## src/rtl/morse_pulse_classifier.sv

```systemverilog
// Times a debounced Morse key against a tick strobe and emits one-cycle dit/dash/letter/word codes.
// Latency: an event decided at a clk edge is visible for the following cycle; no backpressure, events are fire-and-forget.
module morse_pulse_classifier #(
  parameter int CNT_W      = 10,
  parameter int MIN_PRESS  = 10,
  parameter int DASH_MIN   = 200,
  parameter int LETTER_GAP = 250,
  parameter int WORD_GAP   = 600
) (
  input  logic       clk,
  input  logic       rst,
  input  logic       tick,
  input  logic       enable,
  input  logic       key,
  output logic [2:0] pulse_event,
  output logic [2:0] sym_count,
  output logic       busy
);

  typedef enum logic [1:0] {
    IDLE  = 2'd0,
    PRESS = 2'd1,
    GAP   = 2'd2
  } state_t;

  localparam logic [CNT_W-1:0] CNT_MAX  = {CNT_W{1'b1}};
  localparam logic [CNT_W-1:0] MIN_C    = CNT_W'(MIN_PRESS);
  localparam logic [CNT_W-1:0] DASH_C   = CNT_W'(DASH_MIN);
  localparam logic [CNT_W-1:0] LETTER_C = CNT_W'(LETTER_GAP);
  localparam logic [CNT_W-1:0] WORD_C   = CNT_W'(WORD_GAP);

  localparam logic [2:0] EV_NONE   = 3'd0;
  localparam logic [2:0] EV_DIT    = 3'd1;
  localparam logic [2:0] EV_DASH   = 3'd2;
  localparam logic [2:0] EV_LETTER = 3'd3;
  localparam logic [2:0] EV_WORD   = 3'd4;

  state_t           state, state_nxt;
  logic [CNT_W-1:0] cnt, cnt_inc;
  logic             cnt_clr;
  logic             word_open, word_open_nxt;
  logic [2:0]       event_nxt, sym_nxt, sym_inc;
  logic             gap_letter, gap_word;

  assign cnt_inc = (cnt == CNT_MAX) ? cnt : cnt + 1'b1;
  assign sym_inc = (sym_count == 3'd7) ? 3'd7 : sym_count + 3'd1;

  // A gap threshold fires only on the tick that moves cnt onto it, so each fires once per gap.
  assign gap_letter = tick && (cnt != CNT_MAX) && (cnt_inc == LETTER_C);
  assign gap_word   = tick && (cnt != CNT_MAX) && (cnt_inc == WORD_C);

  always_comb begin
    state_nxt     = state;
    event_nxt     = EV_NONE;
    sym_nxt       = sym_count;
    word_open_nxt = word_open;
    cnt_clr       = 1'b0;

    if (!enable) begin
      state_nxt     = IDLE;
      sym_nxt       = 3'd0;
      word_open_nxt = 1'b0;
      cnt_clr       = 1'b1;
    end else begin
      case (state)
        IDLE: begin
          cnt_clr = 1'b1;
          if (key) state_nxt = PRESS;
        end
        PRESS: begin
          if (!key) begin
            cnt_clr = 1'b1;
            if (cnt < MIN_C) begin
              state_nxt = (sym_count != 3'd0 || word_open) ? GAP : IDLE;
            end else begin
              event_nxt     = (cnt >= DASH_C) ? EV_DASH : EV_DIT;
              sym_nxt       = sym_inc;
              word_open_nxt = 1'b1;
              state_nxt     = GAP;
            end
          end
        end
        GAP: begin
          if (key) begin
            state_nxt = PRESS;
            cnt_clr   = 1'b1;
          end else if (gap_word && word_open) begin
            event_nxt     = EV_WORD;
            sym_nxt       = 3'd0;
            word_open_nxt = 1'b0;
            state_nxt     = IDLE;
            cnt_clr       = 1'b1;
          end else if (gap_letter && sym_count != 3'd0) begin
            event_nxt = EV_LETTER;
            sym_nxt   = 3'd0;
          end
        end
        default: begin
          state_nxt = IDLE;
          cnt_clr   = 1'b1;
        end
      endcase
    end
  end

  always_ff @(posedge clk or posedge rst) begin
    if (rst) begin
      state       <= IDLE;
      cnt         <= '0;
      word_open   <= 1'b0;
      sym_count   <= 3'd0;
      pulse_event <= EV_NONE;
      busy        <= 1'b0;
    end else begin
      state       <= state_nxt;
      cnt         <= cnt_clr ? '0 : (tick ? cnt_inc : cnt);
      word_open   <= word_open_nxt;
      sym_count   <= sym_nxt;
      pulse_event <= event_nxt;
      busy        <= (state_nxt != IDLE);
    end
  end

endmodule

```

## config.mk

```make
export PLATFORM = sky130hd
export DESIGN_NAME = morse_pulse_classifier
export DESIGN_NICKNAME = d
export VERILOG_FILES = /design/src/rtl/morse_pulse_classifier.sv
export SDC_FILE = /design/constraint.sdc
export NUM_CORES = 1
export LEC_CHECK = 0
export CORE_MARGIN = 2
export CORE_UTILIZATION = 35
export CTS_CLUSTER_DIAMETER = 40
export CTS_CLUSTER_SIZE = 14
export DETAILED_ROUTE_END_ITERATION = 8
export RECOVER_POWER = 100
export SYNTH_ARGS = -nofsm -noshare
export SYNTH_HDL_FRONTEND = slang
export SYNTH_SLANG_ARGS = --single-unit
```

## constraint.sdc

```tcl
create_clock -name clk -period 3.31 [get_ports clk]
set_input_delay 0.662 -clock clk [delete_from_list [all_inputs] [get_ports clk]]
set_output_delay 0.662 -clock clk [all_outputs]
set_load 0.05 [all_outputs]
```

==> results.env <==
SYNTH-MAIN-FF-CELL='dfrtp_1'
GR-USAGE-MET2_PCT=25.05
SETUP.WORST_PATH.CLASS='flop to flop'
FLOORPLAN.DIE.HEIGHT_UM=70.23
HOLD_VIOLATIONS=0
GLOBAL_ROUTE_LAYER_WITH_THE_GREATEST_USAGE='met2'
YS_SEQ_AREA_SHARE_PCT=32.60
SYNTH.YOSYS.WARNINGS=0
FIN_NETS=195
NUM_VIAS=1365
DRT-PASS1-ITER-COUNT=4
CLK_LATENCY_WORST_SKEW_PAIR_NS=0.26
GRT_REMAINING_OVERFLOW=0
CTS_MADE_BUFFERS=3
NUM_ROWS=24
VIA_PER_INST=5.833
CTS_NUM_SINKS=20
DESIGN.DIE.AREA_SQ_UM=4932
WORST-R2R-SETUP-SLACK_NS=0.43
WORSTPATHREQUIRED_NS=3.46
CLK_PIN_SLEW_WORST_PATHS_NS=0.08
CRIT_SLOWEST_CELL='or4_1'
LAYOUT.CELL_AREA.NON_FILLER_SQ_UM=1698
CRITPATHMOSTFREQUENTCELL='a211oi_1'
SYNTH-COMPOUND-AREA-SHARE_PCT=22.09
FRACTION_OF_FINAL_LAYOUT_CELLS_WITH_DRIVE_STRENGTH_GREATER_THAN_1_PCT=7.143
VDD_IR_DROP_MAX_V=0.0003039
CLOCKROOTBUFFER='clkbuf_8'
ROUTE.DETAILED.WL_PER_INST_UM=14.86
GPL.FINAL_WEIGHTED_CONGESTION=0.9196
CRITICAL-PATH-MAX-STAGE-DELAY_NS=0.63
MAX-CLOCK-PATH-BUFFERS=2
SYNTHESIS.AREA_SQ_UM=1535
COMBINATIONAL_FAMILY_WITH_THE_MOST_AREA_AFTER_SYNTHESIS='simple AND/OR/NAND/NOR gates'
STATUS='completed'
MAX-SLEW-MARGIN-REL_PCT=47.03
DETAILED_PLACE_HPWL_MM=2.562
MAX_CLOCK_FREQ_MHz=347.4
CTS_TREE='done'
ADDER_AND_MAJORITY_CELL_FRACTION_OF_THE_SYNTHESIZED_AREA_PCT=5.705
GR-USAGE-MET3_PCT=3.175
POST_CTS_BUFFERS=0
SHARE_OF_SYNTHESIZED_AREA_SPENT_ON_MULTIPLEXERS_PCT=4.727
CAP_VIOL_MAX_COUNT=0
NUM_ANTENNA_CELLS=0
WORSTSETUPSTARTPOINTTYPE='flop'
ROUTED_WIRELENGTH_MM=3.477
CRITICAL_PATH.ENDPOINT_TYPE='flop'
CTS.HOLD.BUFFERS_ADDED=0
TIMING.CRITICAL_PATH.BUF_INV=0
FINAL_WORST_PATH_PERIOD_NEED_NS=2.879
INITIAL_CELL_DENSITY_OF_THE_CORE_PCT=35.75
POWER_LEAKAGE_nW=0.6974
PORTBUFFERS=11
SYN-INSTANCE-COUNT=179
CELL_CHAIN_OF_THE_CRITICAL_PATH='ha_1, and3_1, a211oi_1, a2111oi_4, nand3_2, or4_1, a211oi_1, nor2_1'
WORST_SETUP_SP='cnt[0]'
TIMING.CRITICAL_PATH.ARRIVAL_NS=3.03
PERIOD_SHARE_PCT=86.96
SYN2LAYOUT_AREA_GROWTH_PCT=10.60
PATH_MAX_FANOUT=12
FINCLKSKEW_NS=0.0007838
LAYOUT_COMMONEST_CELL='dfrtp_1'
TOP_LIBRARY_CELLS_BY_USAGE_IN_THE_LAYOUT_FILL_AND_TAPS_ASIDE='dfrtp_1, nand2_1, nor2_1, nand3_1, a21oi_1'
STDCELL_COUNT=234
CTS_REPAIR_RESIZE_COUNT=0
POWER-PER-CELL-AREA_nW_PER_UM2=418.7
CRIT-REG2REG-LAUNCH='cnt[0]'
ANTENNA_FOUND_INITIAL=0
CPLARGESTDELAYFAMILY='simple AND/OR/NAND/NOR gates'
WORSTMARGINPINSLEW_NS=0.7936
TOTAL_NEGATIVE_SETUP_SLACKS_NS=0
GR-USAGE-MET1_PCT=19.98
FLOORPLAN_CORE_AREA_SQ_UM=4294
DPL.CELL_COUNT=230
YS_FF_LATCH=20
GRT_FIRST_PASS_WIRELENGTH_MM=5.996
DIE_WD_UM=70.23
TOTAL_POWER_mW=0.7110
UNREPAIRED_SETUP_ENDPOINTS_AFTER_GLOBAL_ROUTING='false'
TIMING_MAX_TRANSITION_VIOLATIONS_FINAL=0
CTSHTREEMAXLEVEL=1
SYN_AREA_PER_CELL_SQ_UM=8.577
FIRST_GLOBAL_VIAS=1323
SYNTH-XOR-AREA-SHARE_PCT=1.711
COUNT_OF_ROUTING_VIOLATIONS_AFTER_THE_OPENING_DETAILED_ROUTE_ITERATION=126
GRT_USAGE_PCT=15.00
LARGEST_NET_DEGREE_AT_THE_START_OF_GLOBAL_ROUTING=21
DRT_DRC_VIOLATIONS_LEFT=0
SYNTH_NETS=191
DESIGN.PORTCOUNT=12
HOLDCRITPATHCLASS='flop to flop'
ANT_NETS=0
NUMBER_OF_FLOPS_MAPPED_TO_ENABLE_CELLS_BY_YOSYS=0
YOSYS.AREA_SHARE.SIMPLE_PCT=26.41
SETUP_VIOL=0
PLACED_CELL_AREA_SQ_UM=1655
YS_TYPES=50
WORST_HOLD_STARTPOINT='word_open'
SYNTH_ASYNC_SR_FLOP_SHARE_PCT=100.0
## routing by layer
layer | vias to the layer above | part of all wire [%]
li1 | 664 | -
met1 | 647 | 46
met2 | 50 | 46
met3 | 4 | 7.0
met4 | 0 | 0.89
met5 | - | 0
## stage by stage
stage | setup WS (ns) | util (%) | hold WS [ns]
2_1_floorplan | 0.9658 | - | 0.5066
3_3_place_gp | 0.4604 | 38.55 | 0.5470
3_5_place_dp | 0.4301 | 38.55 | 0.5379
4_1_cts | 0.4138 | 39.83 | 0.5602
5_1_grt | 0.1878 | 39.54 | 0.6152
6_report | 0.4315 | 39.54 | 0.5590
## power by group
group          internal [mW]  total (mW)  switching (mW)
clock network          0.106       0.193          0.0869
logic                 0.0791       0.227           0.147
registers              0.268       0.291          0.0239
total                  0.453       0.711           0.258
## tightest hold or removal path, cell delays in order, from the launching register on
cell and delay (ns):
dfrtp_1 0.37, o211ai_1 0.09, nand2_1 0.07
## state kept, by name (all words and copies together) (netlist names)
register     flops
word_open        1
sym_count        3
cnt             10
busy             1
pulse_event      3
state            2
## worst paths after layout
kind	depth (start not counted)	to
worst max-delay path	8	state[1]
worst min-delay path	2	word_open
worst max register to register	8	state[1]
min in group asynchronous	2	cnt[9]
max in group asynchronous	2	busy
worst min register to register	2	word_open
## synth_stat cells, types with 6 or more instances
master,n,area share (%)
nor3_1,6,2.0
inv_1,9,2.2
ha_1,7,5.7
a21oi_1,9,2.9
nor2_1,14,3.4
nand3_1,12,3.9
dfrtp_1,20,33
nand2_1,15,3.7
## logic make-up (layout without fill, tap and decap cells)
kind of cell,Yosys count,in the layout
XOR/XNOR,3,3
buffers and inverters,23,26
flip-flops,20,20
multiplexers,7,7
AO/OA/AOI/OAI,44,44
adder cells (fa/ha/maj),7,7
AND/OR/NAND/NOR,75,75
## area by class of cell
| class | instances | area, sq um |
|---|---|---|
| Clock buffer | 4 | 55.05 |
| Fill cell | 439 | 2596 |
| Inverter | 9 | 33.78 |
| Multi-Input combinational cell | 136 | 918.4 |
| Sequential cell | 20 | 500.5 |
| Tap cell | 52 | 65.06 |
| Timing Repair Buffer | 13 | 125.1 |
(Power assumes the default switching activity.)
